--- src/rtl/fetch_sequencer.sv ---
// Instruction fetch sequencer: drives the instruction memory handshake and feeds a single-entry slot to decode.
// Define FETCH_DELAY_SLOT_EN to keep the branch delay-slot instruction instead of flushing it on a redirect.
module fetch_sequencer #(
  parameter logic [31:0] RESET_PC  = 32'h0000_0000,
  parameter int          ZERO_WAIT = 1
) (
  input  logic        clk,
  input  logic        reset,
  input  logic        redirect_valid,
  input  logic [1:0]  pcsrc,
  input  logic [31:0] jr_target,
  input  logic [31:0] jump_target,
  input  logic [31:0] branch_target,
  input  logic        stall,
  output logic        imem_req,
  output logic [31:0] imem_addr,
  input  logic        imem_ack,
  input  logic [31:0] imem_rdata,
  output logic        inst_valid,
  output logic [31:0] inst,
  output logic [31:0] inst_pc,
  output logic        flush
);

`ifdef FETCH_DELAY_SLOT_EN
  localparam bit DELAY_SLOT = 1'b1;
`else
  localparam bit DELAY_SLOT = 1'b0;
`endif

  typedef enum logic [1:0] {BOOT, REQ, WAIT, DRAIN} state_t;

  state_t      state, state_n;
  logic [31:0] pc, pc_n, pend_pc, pend_pc_n;
  logic        inst_valid_n;
  logic [31:0] inst_n, inst_pc_n;
  logic        buf_valid, buf_valid_n;
  logic [31:0] buf_inst, buf_inst_n, buf_pc, buf_pc_n;
  logic        req_q;
  logic        ack_ok, redirect, slot_free, keep_ack;
  logic [31:0] target_raw, target;

  assign imem_req  = ~reset & ((state == REQ) | (state == DRAIN));
  assign imem_addr = pc;
  assign ack_ok    = imem_req & imem_ack & ((ZERO_WAIT != 0) | req_q);
  assign redirect  = redirect_valid & (pcsrc != 2'b11);
  assign slot_free = ~inst_valid | ~stall;
  // Without a delay slot, data returning in DRAIN belongs to the killed path.
  assign keep_ack  = ack_ok & (DELAY_SLOT | (state == REQ));
  assign target    = {target_raw[31:2], 2'b00};

  always_comb begin
    target_raw = branch_target;
    case (pcsrc)
      2'b00:   target_raw = jr_target;
      2'b01:   target_raw = jump_target;
      default: target_raw = branch_target;
    endcase
  end

  always_comb begin
    state_n      = state;
    pc_n         = pc;
    pend_pc_n    = pend_pc;
    inst_valid_n = inst_valid;
    inst_n       = inst;
    inst_pc_n    = inst_pc;
    buf_valid_n  = buf_valid;
    buf_inst_n   = buf_inst;
    buf_pc_n     = buf_pc;
    flush        = 1'b0;

    // The skid entry catches the one ack that can land while the slot is stalled.
    if (slot_free) begin
      if (buf_valid) begin
        inst_valid_n = 1'b1;
        inst_n       = buf_inst;
        inst_pc_n    = buf_pc;
        buf_valid_n  = 1'b0;
      end else if (keep_ack) begin
        inst_valid_n = 1'b1;
        inst_n       = imem_rdata;
        inst_pc_n    = pc;
      end else begin
        inst_valid_n = 1'b0;
      end
    end
    if (keep_ack && !(slot_free && !buf_valid)) begin
      buf_valid_n = 1'b1;
      buf_inst_n  = imem_rdata;
      buf_pc_n    = pc;
    end

    case (state)
      BOOT: state_n = REQ;
      REQ: begin
        if (ack_ok) begin
          pc_n    = pc + 32'd4;
          state_n = buf_valid_n ? WAIT : REQ;
        end
      end
      WAIT: begin
        if (slot_free) state_n = REQ;
      end
      DRAIN: begin
        if (ack_ok) begin
          pc_n    = pend_pc;
          state_n = buf_valid_n ? WAIT : REQ;
        end
      end
      default: state_n = BOOT;
    endcase

    // An unacked request must finish at its address, so the target waits in pend_pc.
    if (redirect && !reset) begin
      if (imem_req && !ack_ok) begin
        pend_pc_n = target;
        state_n   = DRAIN;
      end else begin
        pc_n = target;
        if (!DELAY_SLOT) state_n = REQ;
      end
      if (!DELAY_SLOT) begin
        flush        = 1'b1;
        inst_valid_n = 1'b0;
        buf_valid_n  = 1'b0;
      end
    end
  end

  always_ff @(posedge clk) begin
    if (reset) begin
      state      <= BOOT;
      pc         <= RESET_PC;
      pend_pc    <= 32'h0;
      inst_valid <= 1'b0;
      inst       <= 32'h0;
      inst_pc    <= 32'h0;
      buf_valid  <= 1'b0;
      buf_inst   <= 32'h0;
      buf_pc     <= 32'h0;
      req_q      <= 1'b0;
    end else begin
      state      <= state_n;
      pc         <= pc_n;
      pend_pc    <= pend_pc_n;
      inst_valid <= inst_valid_n;
      inst       <= inst_n;
      inst_pc    <= inst_pc_n;
      buf_valid  <= buf_valid_n;
      buf_inst   <= buf_inst_n;
      buf_pc     <= buf_pc_n;
      req_q      <= imem_req;
    end
  end

endmodule

--- config.mk ---
export PLATFORM = sky130hd
export DESIGN_NAME = fetch_sequencer
export DESIGN_NICKNAME = d
export VERILOG_FILES = /design/src/rtl/fetch_sequencer.sv
export SDC_FILE = /design/constraint.sdc
export NUM_CORES = 1
export LEC_CHECK = 0
export BUFFER_PORTS_ARGS = -buffer_cell sky130_fd_sc_hd__buf_4
export CAP_MARGIN = 15
export CORE_ASPECT_RATIO = 0.7
export CORE_MARGIN = 2
export CORE_UTILIZATION = 54
export DETAILED_ROUTE_END_ITERATION = 10
export PLACE_DENSITY = 0.81
export SLEW_MARGIN = 20
export SYNTH_ARGS = -nofsm -noshare
export SYNTH_HDL_FRONTEND = slang
export SYNTH_SLANG_ARGS = --single-unit
--- constraint.sdc ---
create_clock -name clk -period 2.8 [get_ports clk]
set_input_delay 0.14 -clock clk [delete_from_list [all_inputs] [get_ports clk]]
set_output_delay 0.14 -clock clk [all_outputs]
set_load 0.01 [all_outputs]
-- Word-level counts from Yosys, hierarchy flattened
Index checks and enable logic that the tools add are counted.
- output and inout port bits: 99
- register bits after elaboration: 194
- mux-type cells: 21
- bitwise gates (word level): 9
- add/subtract/negate cells: 1
- reduce and logical (&&, ||, !) cells: 16
- eq/ne operators: 7
- operators by type and width (operator ; number):
    32-bit two-way mux ; 8
    32-bit one-hot mux with 2 select lines ; 2
    32-bit by 3-bit adder with 32-bit output, second input constant ; 1
    2-bit two-way mux ; 5
    2-bit one-hot mux with 3 select lines ; 1
    2-bit AND reduction ; 3
    1-bit two-way mux ; 5
    1-bit AND ; 4
    2-bit by 1-bit == test with 1-bit output, second input constant ; 2
    2-bit == test, second input constant ; 2
    1-bit logical AND ; 4
    1-bit zero test ; 4
    2-bit zero test ; 2
    2-bit OR reduction ; 2
    3-bit by 1-bit != test with 1-bit output, second input constant ; 1
    3-bit != test, second input constant ; 1
    1-bit NOT ; 3
    2-bit != test, second input constant ; 1
    1-bit OR ; 2
    2-bit nonzero test ; 1

-- Longest topological paths before layout
- word-level depth: 11
- mapped depth: 8
- gate-level depth less buffers: 7

-- Least setup slack after synthesis
No wires, ideal clock.
- path kind: reg-to-reg
- from: register pc[2], in the netlist imem_addr[2]
- to: register pc[26], in the netlist imem_addr[26]
- stages on the path, launching flop included: 8
- setup slack: 0.634 ns
- setup time: 0.095 ns
- buffers on the path: 1
- arrival time: 2.071 ns
- cell sequence: dfxtp_1 ha_1 nand4_1 or3_1 clkbuf_1 nor4b_1 o21ai_0 a221oi_1
- cells in the longest elaborated chain, start to end: 5
- ends and longest elaborated chain (element ; RTL line ; source):
    start, declared ; 34 ; logic [31:0] pc, pc_n, pend_pc, pend_pc_n;
    start signal, assigned ; 145 ; pc <= pc_n;
    32-bit by 3-bit adder with 32-bit output * ; 98 ; pc_n = pc + 32'd4;
    32-bit two-way mux * ; 97 ; if (ack_ok) begin
    32-bit one-hot mux with 2 select lines * ; 94 ; case (state)
    32-bit two-way mux ; 116 ; if (imem_req && !ack_ok) begin
    32-bit two-way mux * ; 115 ; if (redirect && !reset) begin
Every way passes the cells marked *; elsewhere a longest branch is shown, timed or not.
A chain may end at the register's enable or synchronous reset.

-- Worst setup path in the final report
- from: register pc[4], in the netlist imem_addr[4]
- to: register pc[26], in the netlist imem_addr[26]
Same word-level chain as after synthesis.

==> results.tsv <==
metric	value	unit
outcome	finished clean	
max_slew_margin	38.72	%
clock_latency	0.43	ns
power_per_cell_area	534.5	nW/um2
grt_first_pass_wirelength	41570	um
slew_viol_final	0	
port_buffers	227	
cp.required	3.05	ns
cp-start-kind	register	
gp_congestion	0.8804	
core	16490	um2
cts_htree_levels	4	
syn2layout_area_growth	30.05	%
first_pass_iters	7	
path_clk_slew	0.08	ns
rrSetupSlack	0.39	ns
slowest_delay	0.70	ns
grt_pass1_vias	8341	
r2r_cells	5	
cts_tree	yes	
max_freq	415.8	MHz
grt_max_degree	129	
fp-row-count	39	
fin_setup_tns	0	ns
fin_crit_sh	85.90	%
synth_edf_count	0	
grt_usage	27.87	%
avgSynthCellArea	8.076	um2
cp-end-kind	register	
yosys_register_bits	194	
grt_antenna_before_repair	0	
critical_path_class	reg2reg	
worst_pin_slew	0.9193	ns
hold_class	in2reg	
synth_ff_type	dfxtp_1	
async_flop_share	0	%
vdd_drop_max	0.0004337	V
synthCells	1139	
antenna_cells	0	
wirelength	25650	um
nets	1468	
crit_chain	nand4_1 > or3_1 > o41a_1 > o21ai_0 > a221oi_1	
ctsRootBufferMaster	clkbuf_16	
clockBufferDepth	2	
die_w	160	um
clkSinkCount	194	
critical-path-slowest-cell	or3_1	
die_area	18110	um2
synth_top_area_share	42.22	%
die_h	113.2	um
critPathLaunch	imem_addr[4]$_SDFF_PP0_	
dp.cells	1506	
syn_area	9199	um2
rsz0062_at_grt	false	
finalHoldViolCount	0	
drtIter0Drc	764	
crit_end	imem_addr[26]$_SDFF_PP0_	
layout_commonest_cell	buf_4	
initial_core_util	55.77	%
layout_common_cells	249 x buf_4, 222 x nand2_1, 193 x dfxtp_1	
drive_gt1_share	22.23	%
ant_nets	0	
worstPathArrival	2.66	ns
worstReg2RegStart	imem_addr[4]$_SDFF_PP0_	
cp_max_fo	12	
yosys_warnings	0	
synth_area_leader_cell	dfxtp_1	
cts_setup_buffers	0	
fin_skew	0.02041	ns
synth_cell_type_count	57	
yosysSeqAreaShare	42.22	%
setup_viol	0	
grt.overflow.total	0	
finalNonFillerCells	1570	
pin_count	234	
worstReg2RegEnd	imem_addr[26]$_SDFF_PP0_	
cts_buffers	17	
vias	9014	
p_leak	4.406	nW
fin_crit	2.405	ns
wire_per_inst	16.34	um
syn_nets	1275	
drc_errors	0	
maxCapViolations	0	
dpl.hpwl	16920	um
synth_area_leaders	dfxtp_1 42%, mux2i_1 10%, nand2_1 9.1%, a21oi_1 6.8%, a211oi_1 5.5%	
avgViaCountPerCell	5.741	
## worst max-delay path, delay by kind of cell (launching register included)
kind / cells / cell delay [ns]
AO/OA/AOI/OAI: 3 / 0.71
flip-flops: 1 / 0.53
AND/OR/NAND/NOR: 2 / 0.98
## how the worst min path moves through the flow
stage                                      endpoint  cells past startpoint      startpoint  slack (ns)
after CTS                  pend_pc[31]$_SDFFE_PP0P_                      2           reset        0.05
after detailed placement  buf_inst[30]$_SDFFE_PP0P_                      3  imem_rdata[30]        0.41
after global placement    buf_inst[26]$_SDFFE_PP0P_                      3  imem_rdata[26]        0.40
after global routing       pend_pc[11]$_SDFFE_PP0P_                      2           reset        0.06
final                      pend_pc[11]$_SDFFE_PP0P_                      2           reset        0.05
after floorplan            buf_inst[0]$_SDFFE_PP0P_                      2   imem_rdata[0]        0.28
## final cells by class
type	count	area, um2
sequential	194	3887
multi-input combinational	824	4866
inverter	9	33.78
clock buffer	18	429.2
tap	225	281.5
clock inverter	14	183.9
fill	1334	4531
timing repair buffer	286	2281
## state kept, by name, indices dropped and copies added, names as in the netlist
register,cells
buf_inst,32
buf_pc,32
buf_valid,1
imem_addr,32
inst,32
inst_pc,32
inst_valid,1
pend_pc,30
state,2
## metrics by stage
stage	worst slack (ns)	instance area (um2)	total power, mW	hold slack (ns)	util, %
2_1_floorplan	0.6340	9199	3.446	0.2760	-
3_3_place_gp	0.5304	11030	3.833	0.3967	66.87
3_5_place_dp	0.4899	11030	3.854	0.4058	66.87
4_1_cts	0.4405	11960	6.398	0.05031	72.53
5_1_grt	0.2464	11960	6.620	0.06196	72.53
6_report	0.3948	11960	6.394	0.05394	72.53
## power breakdown
| part | switching (mW) | internal, mW | total [mW] |
|---|---|---|---|
| clock network | 1.19 | 1.37 | 2.56 |
| logic | 0.435 | 0.440 | 0.875 |
| registers | 0.114 | 2.85 | 2.96 |
## synthesized netlist by cell type, types with 3 or more instances
cell type / count
a211oi_1: 67
a21oi_1: 125
a221oi_1: 35
a22o_1: 8
a31oi_1: 3
and2_1: 5
buf_1: 9
buf_2: 10
clkbuf_1: 91
dfxtp_1: 194
inv_1: 9
mux2i_1: 94
nand2_1: 222
nand2b_1: 14
nand3_1: 8
nand4_1: 8
nor2_1: 89
nor2b_1: 3
nor3_1: 14
nor4_1: 12
o21a_1: 4
o21ai_0: 52
o31a_1: 6
or3_1: 5
xnor2_1: 8
xor2_1: 5
## logic make-up after synthesis
family | after synthesis | share of synthesized area, %
AOI/OAI and AO/OA | 319 | 22.08
xor gates and xnor gates | 13 | 1.238
adders and majority gates | 1 | 0.1360
buffers and inverters | 121 | 5.196
DFF | 194 | 42.22
muxes | 96 | 10.47
and+or+nand+nor | 395 | 18.66
## what timing repair did
item,4_1_cts,5_1_grt
hold buffers,32,0
endpoints found under the hold margin,32,0
gates resized for setup,0,0
## routing by layer
| layer | part of all wire (%) | track usage, % |
|---|---|---|
| met5 | 0 | 0 |
| met4 | 1.3 | 6.727 |
| met3 | 7.9 | 6.598 |
| met2 | 47 | 46.49 |
| met1 | 44 | 36.85 |
(Power assumes the default switching activity.)
